### src/rtl/lidar_packet_framer.sv
// Serial LiDAR packet framer: hunts the oversampled bit stream for a header, collects one
// fixed-length packet, and hands it over through a one-deep valid/ready buffer.
module lidar_packet_framer #(
    parameter int          PKT_BYTES    = 47,
    parameter logic [15:0] HEADER       = 16'h542C,
    parameter int          TIMEOUT_CLKS = 1000,
    parameter int          CNT_W        = 8
) (
    input  logic                   clk,
    input  logic                   reset_n,
    input  logic                   bit_tick,
    input  logic                   data_in,
    output logic [PKT_BYTES*8-1:0] pkt_data,
    output logic                   pkt_valid,
    input  logic                   pkt_ready,
    output logic                   hdr_seen,
    output logic                   frame_err,
    output logic [CNT_W-1:0]       drop_cnt
);

    localparam int PKT_BITS  = PKT_BYTES * 8;
    localparam int BIT_CNT_W = $clog2(PKT_BITS - 16);
    localparam int GAP_W     = (TIMEOUT_CLKS > 1) ? $clog2(TIMEOUT_CLKS) : 1;

    localparam logic [BIT_CNT_W-1:0] LAST_BIT = BIT_CNT_W'(PKT_BITS - 17);
    localparam logic [GAP_W-1:0]     GAP_LAST = GAP_W'(TIMEOUT_CLKS - 1);

    typedef enum logic {
        HUNT,
        COLLECT
    } state_t;

    state_t                state, state_nxt;
    logic [PKT_BITS-1:0]   sr;
    logic [PKT_BITS-1:0]   sr_shift;
    logic [15:0]           win;
    logic [4:0]            hunt_cnt, hunt_cnt_nxt;
    logic [BIT_CNT_W-1:0]  bit_cnt, bit_cnt_nxt;
    logic [GAP_W-1:0]      gap_cnt, gap_cnt_nxt;
    logic                  hdr_match;
    logic                  pkt_done;
    logic                  timeout_hit;
    logic                  buf_free;

    assign sr_shift = {sr[PKT_BITS-2:0], data_in};
    assign win      = sr_shift[15:0];
    assign buf_free = !pkt_valid || pkt_ready;

    always_comb begin
        // NOTE: every signal driven here gets a default first, so no path can infer a latch.
        state_nxt    = state;
        hunt_cnt_nxt = hunt_cnt;
        bit_cnt_nxt  = bit_cnt;
        gap_cnt_nxt  = gap_cnt;
        hdr_match    = 1'b0;
        pkt_done     = 1'b0;
        timeout_hit  = 1'b0;

        case (state)
            HUNT: begin
                gap_cnt_nxt = '0;
                if (bit_tick) begin
                    // The 16-tick guard keeps a stale packet tail out of the header window.
                    if ((hunt_cnt >= 5'd15) && (win == HEADER)) begin
                        hdr_match   = 1'b1;
                        state_nxt   = COLLECT;
                        bit_cnt_nxt = '0;
                    end else if (hunt_cnt != 5'd16) begin
                        hunt_cnt_nxt = hunt_cnt + 5'd1;
                    end
                end
            end
            COLLECT: begin
                if (bit_tick) begin
                    gap_cnt_nxt = '0;
                    if (bit_cnt == LAST_BIT) begin
                        pkt_done     = 1'b1;
                        state_nxt    = HUNT;
                        hunt_cnt_nxt = '0;
                    end else begin
                        bit_cnt_nxt = bit_cnt + 1'b1;
                    end
                end else if (TIMEOUT_CLKS != 0) begin
                    // Abort on the TIMEOUT_CLKS-th consecutive clock without a tick.
                    if (gap_cnt == GAP_LAST) begin
                        timeout_hit  = 1'b1;
                        state_nxt    = HUNT;
                        hunt_cnt_nxt = '0;
                        gap_cnt_nxt  = '0;
                    end else begin
                        gap_cnt_nxt = gap_cnt + 1'b1;
                    end
                end
            end
            default: begin
                state_nxt    = HUNT;
                hunt_cnt_nxt = '0;
            end
        endcase
    end

    always_ff @(posedge clk or negedge reset_n) begin
        if (!reset_n) begin
            state    <= HUNT;
            hunt_cnt <= '0;
            bit_cnt  <= '0;
            gap_cnt  <= '0;
        end else begin
            // NOTE: non-blocking assignments so every register updates from pre-edge values.
            state    <= state_nxt;
            hunt_cnt <= hunt_cnt_nxt;
            bit_cnt  <= bit_cnt_nxt;
            gap_cnt  <= gap_cnt_nxt;
        end
    end

    always_ff @(posedge clk or negedge reset_n) begin
        if (!reset_n) begin
            // NOTE: sr and pkt_data are plain registers with observable contents, so they are reset.
            sr        <= '0;
            pkt_data  <= '0;
            pkt_valid <= 1'b0;
            hdr_seen  <= 1'b0;
            frame_err <= 1'b0;
            drop_cnt  <= '0;
        end else begin
            if (bit_tick) begin
                sr <= sr_shift;
            end
            hdr_seen  <= hdr_match;
            frame_err <= timeout_hit;

            if (pkt_done && buf_free) begin
                pkt_data  <= sr_shift;
                pkt_valid <= 1'b1;
            end else if (pkt_done) begin
                if (drop_cnt != {CNT_W{1'b1}}) begin
                    drop_cnt <= drop_cnt + 1'b1;
                end
            end else if (pkt_valid && pkt_ready) begin
                pkt_valid <= 1'b0;
            end
        end
    end

endmodule

### config.mk
export PLATFORM = sky130hd
export DESIGN_NAME = lidar_packet_framer
export DESIGN_NICKNAME = d
export VERILOG_FILES = /design/src/rtl/lidar_packet_framer.sv
export SDC_FILE = /design/constraint.sdc
export NUM_CORES = 1
export LEC_CHECK = 0
export CAP_MARGIN = 40
export CORE_MARGIN = 3
export CORE_UTILIZATION = 60
export CTS_CLUSTER_DIAMETER = 30
export CTS_CLUSTER_SIZE = 28
export DETAILED_ROUTE_END_ITERATION = 8
export GPL_TIMING_DRIVEN = 0
export HOLD_SLACK_MARGIN = 0.08
export PLACE_DENSITY = 0.95
export SLEW_MARGIN = 20
export SYNTH_ARGS = -nofsm -noshare
export SYNTH_HDL_FRONTEND = slang
export SYNTH_SLANG_ARGS = --single-unit
### constraint.sdc
create_clock -name clk -period 4.5 [get_ports clk]
set_input_delay 0.9 -clock clk [delete_from_list [all_inputs] [get_ports clk]]
set_output_delay 0.9 -clock clk [all_outputs]
set_load 0.1 [all_outputs]
==> results of run 1 <==
-- cells in the mapped netlist (all sizes together) (2+ instances only) --
| master | count |
|---|---|
| dfrtp | 787 |
| mux2 | 753 |
| buf | 75 |
| nor2 | 18 |
| clkbuf | 13 |
| inv | 11 |
| nand2 | 10 |
| nand3 | 10 |
| nand4 | 10 |
| and3 | 9 |
| a21oi | 7 |
| ha | 6 |
| xnor2 | 6 |
| xor2 | 6 |
| nor4b | 4 |
| o211ai | 4 |
| or3 | 4 |
| mux2i | 3 |
| nand2b | 3 |
| nand4b | 3 |
| nor4 | 3 |
| o21ai | 3 |
| a21o | 2 |
| a31oi | 2 |
| nor2b | 2 |
| nor3 | 2 |
| o21a | 2 |
-- cells by family after synthesis --
family	synth area share
XOR/XNOR	0.003364
flip-flops	0.6304
adder cells (fa/ha/maj)	0.002403
multiplexers	0.3084
AND/OR/NAND/NOR	0.01718
AO/OA/AOI/OAI	0.006168
buffers and inverters	0.03212
-- through the flow --
| step | hold slack (ns) | utilization | instance area (µm²) | cells | worst slack [ns] |
|---|---|---|---|---|---|
| detailed placement | 0.4924 | 0.8659 | 43970 | 3227 | 1.074 |
| global placement | 0.4729 | 0.7086 | 35990 | 2832 | -29.97 |
| floorplan | 0.4553 | - | 31240 | 1770 | 2.164 |
==> metrics.md, run 1 <==
| Metric | Value |
|---|---|
| Status | aborted with a tool error |
| Stage reached | 4_1_cts |
| Stop Error | [ERROR DPL-0033] detailed placement checks failed during check placement. |
| Post-CTS setup buffer count | 0 |
| Clock buffer depth | 3 |
| EDFF count, synth | 0 |
| Synth Instances | 1,770 |
| Initial Utilization | 0.6152 |
| FF+latch count, synth | 787 |
| Root Driver | clkbuf_16 |
| Die height | 234.2 µm |
| Top_reg_cell synth | dfrtp_1 |
| Area leader, netlist | dfrtp_1 |
| DPL Wire Length | approximately 70 mm |
| Num CTS Buffers | approximately 140 |
| Area share of the largest cell type after synthesis | 0.6304 |
| Final Wtd Congestion | ~0.83 |
| # resized after CTS | 0 |
| Register area share after synthesis | 0.6304 |
| Rows | 82 |
| Port-buffer cells | just under 400 |
| Synth area leaders | dfrtp_1, mux2_2, mux2_4 |
| DIE WIDTH | around 230 µm |
| Syn Std Cell Area | roughly 31,000 µm² |
| Syn_area_per_cell | roughly 18 µm² |
| Hold_buf cts | 0 |
| Htree depth | 4 |
| Post-synth ARST share | 1.000 |
| Synthesized net count | between 1.5k and 2k |
| Ys Warns | 0 |
| Clk sinks | around 790 |
| # IOs | around 390 |
| Yosys cell types | 50 |
==> inputs of run 2 (changes only) <==
--- a/config.mk
+++ b/config.mk
@@ -7,13 +7,10 @@
 export LEC_CHECK = 0
 export CAP_MARGIN = 40
 export CORE_MARGIN = 3
-export CORE_UTILIZATION = 60
-export CTS_CLUSTER_DIAMETER = 30
-export CTS_CLUSTER_SIZE = 28
+export CORE_UTILIZATION = 40
 export DETAILED_ROUTE_END_ITERATION = 8
 export GPL_TIMING_DRIVEN = 0
-export HOLD_SLACK_MARGIN = 0.08
-export PLACE_DENSITY = 0.95
+export PLACE_DENSITY_LB_ADDON = 0.15
 export SLEW_MARGIN = 20
 export SYNTH_ARGS = -nofsm -noshare
 export SYNTH_HDL_FRONTEND = slang
==> metrics.md, run 2 <==
| Metric | Value |
|---|---|
| Top reg by flops | pkt_data |
| Layout cell share with drive strength beyond 1 | 0.5050 |
| Post-Route Utilization | 0.6212 |
| Via count | 17.73k |
| Ys Warns | 0 |
| CP Buf/Inv Count | 2 |
| Root Driver | clkbuf_16 |
| Initial Utilization | 0.4073 |
| DRC viols | 0 |
| Placed instance area | roughly 45,000 µm² |
| Critical path peak fanout | 5 |
| Die area | between 80,000 and 90,000 µm² |
| Hold_buf cts | 0 |
| Max Clock Freq | ~360 MHz |
| Syn Std Cell Area | ~31,000 µm² |
| Rows | 101 |
| DRT antenna net count | 0 |
| Skew-Pair Late Insertion Delay | 0.62 ns |
| Clk slew on worst S/H paths | ~0.060 ns |
| P_int | about 12,000 µW |
| Htree depth | 3 |
| Routed WL per cell | approximately 19 µm |
| Max-Cap Viols | 0 |
| # IOs | 392 |
| Slowest stage delay, CP | around 0.61 ns |
| Post-synth ARST share | 1.000 |
| Worst-margin pin slew | around 0.77 ns |
| Most frequent cells in the layout | dfrtp_1, mux2_2, clkdlybuf4s50_1 |
| Layout Skew | between 0.03 and 0.04 ns |
| Comb pwr share | 0.033 |
| Nets | 2,653 |
| CTS tree | built |
| Max transition margin | 0.4845 |
| Top flop regs | pkt_data: 376 flops, sr: 375 flops, gap_cnt: 10 flops |
| Top sig layer | met4 |
| Largest net degree at the start of global routing | ~100 |
| DPL Wire Length | 50.61 mm |
| Startpoint types | flop |
| Drt pass-1 iters | 4 |
| VDD IR-drop max | 0.2816 mV |
| Area leader, netlist | dfrtp_1 |
| Clock buffer depth | 3 |
| Leak Pwr | ~0.022 µW |
| Register area share after synthesis | 0.6304 |
| Num CTS Buffers | 85 |
| Reg power frac | 0.484 |
| Most frequent cell after synthesis | dfrtp_1 |
| Final Hold Fails | 0 |
| Total core area | approximately 77,000 µm² |
| DRT met1 WL | 30.69 mm |
| Number of global-route vias before repair | just over 20k |
| Post-CTS setup buffer count | 0 |
| N_diodes | 0 |
| Metal3 WL | 2.749 mm |
| Worst Hold Class | in2async |
| Commonest non-fill, non-tap cell in the layout | dfrtp_1 |
| Net Sw Frac | 0.2169 |
| Initial antenna violation count | 0 |
| Pwr/cell area | between 300 and 400 nW/µm² |
| Unrepaired setup endpoints after global routing | no |
| FF+latch count, synth | 787 |
| Fin crit share | 0.6201 |
| CP Data Required Time | between 3 and 4 ns |
| Area share of the largest cell type after synthesis | 0.6304 |
| Crit path time final | approximately 2.8 ns |
| WL final | just over 70 mm |
| Filler cells | ~5.4k |
| CP Cell Sequence | clkdlybuf4s50_1 -> buf_8 |
| Fin area | between 40,000 and 50,000 µm² |
| Worst EP arrival | 1.89 ns |
| Largest register FFs | between 300 and 400 |
| Tot GR Track Use | 0.1788 |
| # resized after CTS | 0 |
| Clock power frac | 0.483 |
| GRT overflow | 0 |
| Syn_area_per_cell | about 18 µm² |
| CP top delay family | buffers and inverters |
| Synthesized net count | roughly 1.8k |
| Synth Instances | ~1.8k |
| Clk sinks | around 790 |
| Status | complete, no violations |
| Final Wtd Congestion | roughly 0.74 |
| Yosys cell types | 50 |
| Slew Limit Fails | 0 |
| Die height | ~290 µm |
| Iter 0 DRT Violations | 708 |
| Slowest cell on the critical path | clkdlybuf4s50_1 |
| Global-route wire length before repair | ~120 mm |
| Synthesis-to-finish area growth | 52.51% |
| Worst setup EP type | output port |
| Synth area leaders | dfrtp_1, mux2_2, mux2_4 |
| P_sw | ~3300 µW |
| EDFF count, synth | 0 |
| Port-buffer cells | 390 |
| Top cells by count, synth | dfrtp_1, mux2_2, mux2_4, buf_12, buf_2 |
| Routed wl met2 | 36.41 mm |
| DIE WIDTH | about 290 µm |
| Avg Vias per Cell | ~4.7 |
| Setup TNS | 0 ns |
| Final setup fails | 0 |
| Setup Crit Path Kind | reg2out |
| Top_reg_cell synth | dfrtp_1 |
[run 2: worst paths after layout]
kind	slack, ns	cells past startpoint	from	to
min in group clk	0.50	1	gap_cnt[0]	gap_cnt[0]
setup / recovery	1.71	2	drop_cnt[2]	drop_cnt[2]
hold reg to reg	0.50	1	gap_cnt[0]	gap_cnt[0]
hold / removal	0.29	1	reset_n	pkt_data[129]
max in group asynchronous	2.48	4	reset_n	pkt_data[224]
setup reg to reg	2.05	7	hunt_cnt[0]	hunt_cnt[4]
[run 2: logic make-up (layout without fill, tap and decap cells)]
family          after synthesis  in the layout  share of synthesized area
flops                       787            787                     0.6304
simple gates                 84             84                    0.01718
mux                         756            756                     0.3084
xor+xnor                     12             12                   0.003364
fa+ha+maj                     6              6                   0.002403
compound gates               26             26                   0.006168
buf+inv                      99           1038                    0.03212
[run 2: cell type report]
class,count,area [µm²],area share
buffer,88,962.2,0.02019
clock buffer,125,2529,0.05307
clock inverter,29,452.9,0.009506
inverter,11,41.29,0.0008665
multi-input combinational,884,10550,0.2213
sequential,787,19690,0.4133
tap,1030,1289,0.02705
timing repair buffer,785,12140,0.2547
[run 2: metal layers]
metal,track usage,up-vias
li1,-,8046
met1,0.2341,9236
met2,0.3075,350
met3,0.03004,95
met4,0.04951,0
met5,0,-
[run 2: per-stage QoR]
step	worst slack, ns	power (µW)	std cells	hold slack [ns]
2_1_floorplan	2.164	7706	1770	0.4553
3_3_place_gp	-32.30	7948	3190	0.4816
3_5_place_dp	1.108	7977	3585	0.4831
4_1_cts	1.657	15390	3739	0.2955
5_1_grt	1.631	15770	3739	0.3389
6_report	1.710	15150	3739	0.2885
[run 2: power by group through the flow]
stage,registers (µW),logic (µW),clock network [µW]
after floorplan,7410,292,0
after global placement,7470,474,0
after detailed placement,7460,520,0
after CTS,7330,524,7540
after global routing,7340,572,7860
final,7330,506,7310
(Power assumes the default switching activity.)
==> inputs of run 3 (changes only) <==
==> constraint.sdc (replaced) <==
create_clock -name clk -period 2.93 [get_ports clk]
set_input_delay 0.586 -clock clk [delete_from_list [all_inputs] [get_ports clk]]
set_output_delay 0.586 -clock clk [all_outputs]
set_load 0.1 [all_outputs]
==> metrics.md, run 3 (same netlist as run 2, synthesis figures left out) <==
| Metric | Value |
|---|---|
| Post-CTS setup buffer count | 0 |
| Iter 0 DRT Violations | 768 |
| Fin crit share | 0.8449 |
| Clk slew on worst S/H paths | ~0.060 ns |
| Tot GR Track Use | 0.1790 |
| Max-Cap Viols | 0 |
| DRC viols | 0 |
| Via count | 17.71k |
| Hold Worst Slack | 0.4594 ns |
| Slew Limit Fails | 0 |
| P_sw | 5046 µW |
| Drt pass-1 iters | 4 |
| DPL Wire Length | slightly above 50 mm |
| WL final | roughly 70 mm |
| Die height | ~290 µm |
| Top reg by flops | pkt_data |
| Clock buffer depth | 3 |
| Avg Vias per Cell | roughly 4.7 |
| Initial antenna violation count | 0 |
| N_diodes | 0 |
| Final setup fails | 0 |
| Max Clock Freq | slightly above 400 MHz |
| Unrepaired setup endpoints after global routing | no |
| Filler cells | 5,388 |
| Number of global-route vias before repair | a little over 20k |
| # IOs | slightly below 400 |
| Nets | between 2k and 3k |
| Startpoint types | flop |
| Slowest cell on the critical path | clkdlybuf4s50_1 |
| Placed instance area | ~45,000 µm² |
| Status | complete, no violations |
| Htree depth | 3 |
| Skew-Pair Late Insertion Delay | between 0.6 and 0.7 ns |
| Total core area | ~77,000 µm² |
| DIE WIDTH | 285.5 µm |
| Final Wtd Congestion | 0.7420 |
| Comb pwr share | 0.033 |
| Root Driver | clkbuf_16 |
| Global-route wire length before repair | about 120 mm |
| VDD IR-drop max | approximately 0.43 mV |
| Layout Skew | around 0.034 ns |
| Final WS setup | ~0.45 ns |
| Net Sw Frac | 0.2169 |
| Die area | approximately 80,000 µm² |
| Critical path peak fanout | 5 |
| Max transition margin | 0.4863 |
| Pwr/cell area | a little under 500 nW/µm² |
| Num CTS Buffers | 85 |
| Worst-margin pin slew | a little under 0.8 ns |
| Layout cell share with drive strength beyond 1 | 0.5048 |
| Largest net degree at the start of global routing | 102 |
| Most frequent cells in the layout | dfrtp_1, mux2_2, clkdlybuf4s50_1 |
| Port-buffer cells | slightly below 400 |
| Clock power frac | 0.483 |
| Dpl ws | -0.1481 ns |
| Worst Hold Class | in2reg |
| Rows | about 100 |
| Initial Utilization | 0.4073 |
| CTS tree | built |
| CP Data Required Time | around 2.3 ns |
| P_int | around 18,000 µW |
| Commonest non-fill, non-tap cell in the layout | dfrtp_1 |
| Largest register FFs | approximately 380 |
| Reg power frac | 0.484 |
| Fin area | 47,660 µm² |
| Post-Route Utilization | 0.6213 |
| Setup Crit Path Kind | reg2out |
| CP Cell Sequence | clkdlybuf4s50_1 -> buf_8 |
| Crit path time final | around 2.5 ns |
| # resized after CTS | 0 |
| Worst setup EP type | output port |
| Routed WL per cell | around 19 µm |
| Slowest stage delay, CP | 0.61 ns |
| DRT antenna net count | 0 |
| Top flop regs | pkt_data: 376 flops, sr: 375 flops, gap_cnt: 10 flops |
| Synthesis-to-finish area growth | 52.55% |
| Clk sinks | roughly 790 |
| Final Hold Fails | 0 |
| GRT overflow | 0 |
| Leak Pwr | 0.02249 µW |
| Worst EP arrival | roughly 1.9 ns |
-- run 3: power by group through the flow --
| stage | Sequential [µW] | Clock, µW | Combinational, µW |
|---|---|---|---|
| 6_report | 11300 | 11200 | 778 |
| 5_1_grt | 11300 | 12100 | 879 |
| 4_1_cts | 11300 | 11600 | 806 |
| 3_5_place_dp | 11500 | 0 | 799 |
| 3_3_place_gp | 11500 | 0 | 710 |
| 2_1_floorplan | 11400 | 0 | 449 |
-- run 3: metal layers --
metal	vias up	part of all wire	track usage
met5	-	0	0
met4	0	0.020	0.04951
met3	93	0.037	0.02996
met2	352	0.51	0.3080
met1	9216	0.43	0.2344
li1	8045	-	-
-- run 3: what timing repair did --
| action | 4_1_cts | 5_1_grt |
|---|---|---|
| hold buffers | 1 | 0 |
| endpoints found under the setup margin | 0 | 0 |
| hold endpoints to repair | 43 | 0 |
-- run 3: layout make-up --
class                      count  area [µm²]  share of cell area
buffer                        88       962.2             0.02019
clock inverter                29       452.9            0.009504
timing repair buffer         786       12150              0.2549
sequential                   787       19690              0.4132
clock buffer                 125        2529             0.05306
tap                         1030        1289             0.02704
inverter                      11       41.29           0.0008663
multi-input combinational    884       10550              0.2213
-- run 3: path summary, 6_finish.rpt --
| path | startpoint | endpoint | slack (ns) | cells past startpoint |
|---|---|---|---|---|
| max | drop_cnt[2] | drop_cnt[2] | 0.45 | 2 |
| min | bit_tick | pkt_valid | 0.46 | 3 |
| max reg2reg | hunt_cnt[0] | hunt_cnt[4] | 0.50 | 7 |
| min reg2reg | gap_cnt[0] | gap_cnt[0] | 0.50 | 1 |
| max in group asynchronous | reset_n | pkt_data[199] | 0.61 | 5 |
| min in group asynchronous | reset_n | pkt_data[129] | 0.58 | 2 |
-- run 3: worst max-delay path, delay by kind of cell (launching register included) --
kind,cells,cell delay (ns)
flops,1,0.47
buf+inv,2,0.83
-- run 3: stage by stage --
stage,power [µW],TNS (ns),std cells
6_report,23270,0,3740
5_1_grt,24230,0,3740
4_1_cts,23640,0,3740
3_5_place_dp,12250,-24.29,3585
3_3_place_gp,12190,-,3190
2_1_floorplan,11840,0,1770
==> inputs of run 4 (changes only) <==
==> constraint.sdc (replaced) <==
create_clock -name clk -period 2.1 [get_ports clk]
set_input_delay 0.42 -clock clk [delete_from_list [all_inputs] [get_ports clk]]
set_output_delay 0.42 -clock clk [all_outputs]
set_load 0.1 [all_outputs]
==> metrics.md, run 4 (same netlist as run 2, synthesis figures left out) <==
| Metric | Value |
|---|---|
| Status | finished, violations left |
| Failing checks | negative hold slack, negative setup slack |
| CTS tree | built |
| Global-route wire length before repair | about 120 mm |
| Nets | around 2.7k |
| Iter 0 DRT Violations | between 700 and 800 |
| CP dominant cell by count | buf_12 |
| VDD IR-drop max | around 0.53 mV |
| Largest net degree at the start of global routing | between 100 and 150 |
| Area occupied by multi-input gates | around 11,000 µm² |
| CP Cell Sequence | nor4b_4 -> nand4_4 -> nor2b_4 -> buf_12 -> clkbuf_16 -> buf_12 -> mux2_4 |
| Pwr/cell area | roughly 640 nW/µm² |
| WL final | about 79 mm |
| CP Buf/Inv Count | 3 |
| Hold Worst Slack | -0.2112 ns |
| Routed WL per cell | approximately 21 µm |
| Post-Route Utilization | 0.6559 |
| Most frequent cells in the layout | dfrtp_1, mux2_2, mux2_4 |
| Final Hold Fails | 74 |
| # IOs | ~400 |
| Rows | just over 100 |
| DRT antenna net count | 0 |
| Clk slew on worst S/H paths | about 0.07 ns |
| Worst-margin pin slew | ~0.64 ns |
| Avg Vias per Cell | 4.808 |
| Clock buffer depth | 3 |
| Number of global-route vias before repair | 20.22k |
| Layout Skew | between 0.02 and 0.03 ns |
| CP top delay family | simple AND/OR/NAND/NOR gates |
| Die height | roughly 290 µm |
| Fin crit share | 1.074 |
| Reg2reg start | bit_cnt[7] |
| DRC viols | 0 |
| Dpl cells | ~3.6k |
| Max-Cap Viols | 0 |
| Final setup fails | roughly 380 |
| Max transition margin | 0.5732 |
| N_diodes | 0 |
| Worst EP arrival | ~2.8 ns |
| Synthesis-to-finish area growth | 61.04% |
| Initial Utilization | 0.4073 |
| Total core area | around 77,000 µm² |
| Critical path peak fanout | 10 |
| Slowest cell on the critical path | dfrtp_1 |
| Setup Crit Path Kind | reg2reg |
| Slowest stage delay, CP | about 0.42 ns |
| Max Clock Freq | roughly 440 MHz |
| Tot GR Track Use | 0.1814 |
| Num CTS Buffers | 84 |
| Crit path time final | between 2 and 2.5 ns |
| Largest register FFs | approximately 380 |
| Top reg by flops | pkt_data |
| Commonest non-fill, non-tap cell in the layout | dfrtp_1 |
| Leak Pwr | between 0.02 and 0.03 µW |
| Worst setup EP type | flop |
| Root Driver | clkbuf_16 |
| Via count | approximately 18k |
| Startpoint types | flop |
| GRT overflow | 0 |
| Non-filler instance count after layout | around 3.8k |
| Filler cells | about 5k |
| CP Data Required Time | approximately 2.6 ns |
| Crit. Startpoint | bit_cnt[7] |
| Slew Limit Fails | 0 |
| Top flop regs | pkt_data: 376 flops, sr: 375 flops, gap_cnt: 10 flops |
| Final Wtd Congestion | 0.7557 |
| Reg area | ~20,000 µm² |
| Skew-Pair Late Insertion Delay | between 0.6 and 0.7 ns |
| Hold_buf cts | 3 |
| DPL Wire Length | around 50 mm |
| Layout cell share with drive strength beyond 1 | 0.5198 |
| Drt pass-1 iters | 4 |
| Die area | 81,500 µm² |
| DIE WIDTH | 285.5 µm |
| Initial antenna violation count | 0 |
| Final WS setup | -0.1546 ns |
| Htree depth | 3 |
| Clk sinks | slightly below 800 |
| Worst Hold Class | in2async |
| Port-buffer cells | slightly below 400 |
| Unrepaired setup endpoints after global routing | yes |
## run 4: cell types whose count changed in the layout (fill, tap and decap cells not counted), moves of 6 or more
cell             previous run  this run
dfrtp_2                     0         6
buf_4                       3        14
mux2_4                    300       322
buf_12                     33       241
clkdlybuf4s50_1           388         2
dlymetal6s2s_1              0       308
clkbuf_8                   23        16
mux2_2                    452       431
buf_16                    184       198
buf_8                     212         4
dfrtp_1                   787       781
clkbuf_16                  86       106
dlygate4sd2_1               0        75
## run 4: per-layer routing
layer | GRT usage | vias up | part of all wire
li1 | - | 8139 | -
met1 | 0.2293 | 9468 | 0.41
met2 | 0.3138 | 393 | 0.52
met3 | 0.03163 | 159 | 0.034
met4 | 0.06487 | 0 | 0.032
met5 | 0 | - | 0
## run 4: final cells by class
cell class	instances	share of cell area
plain buffers	88	0.02111
clock buffers	120	0.04849
clock inverters	31	0.007510
inverters	11	0.0008206
multi-input cells	885	0.2130
flip-flops and latches	787	0.3916
well taps	1030	0.02561
repair buffers	825	0.2919
## run 4: repair_timing
action / 4_1_cts / 5_1_grt
gates cloned: 2 / 21
hold endpoints to repair: 34 / 74
resized for setup: 100 / 562
setup endpoints to repair: 1077 / 915
buffers inserted: 2 / 16
pin swaps: 3 / 9
## run 4: worst register-to-register path: cells and delay by family (launching register included)
kind	cells	cell delay, ns
simple gates	3	0.78
buf+inv	3	0.63
flops	1	0.42
mux	1	0.31
## run 4: through the flow
step / setup TNS (ns) / setup WS, ns / total power (µW) / cell area, µm²
6_report: -40.18 / -0.1546 / 32060 / 50310
2_1_floorplan: -0.01737 / -0.01737 / 16520 / 31250
3_5_place_dp: -423.54 / -0.9359 / 17130 / 44820
3_3_place_gp: - / -37.08 / 16920 / 36440
4_1_cts: -80.06 / -0.1803 / 32360 / 47750
5_1_grt: -67.00 / -0.2126 / 33220 / 50310
## run 4: where the power goes
part | switching (µW) | leakage, µW | internal [µW] | total [µW]
clock network | 6160 | 0.00139 | 8960 | 15100
registers | 285 | 0.0109 | 15400 | 15700
logic | 663 | 0.0169 | 542 | 1200
total | 7100 | 0.0292 | 25000 | 32100
## run 4: final timing paths
kind | to | slack (ns) | cells after the start
worst max-delay path | pkt_data[167] | -0.15 | 7
worst min-delay path | sr[208] | -0.21 | 2
worst max register to register | pkt_data[167] | -0.15 | 7
worst min register to register | pkt_data[315] | 0.50 | 1
max in group asynchronous | pkt_valid | 0.52 | 5
min in group clk | bit_cnt[1] | 0.44 | 5
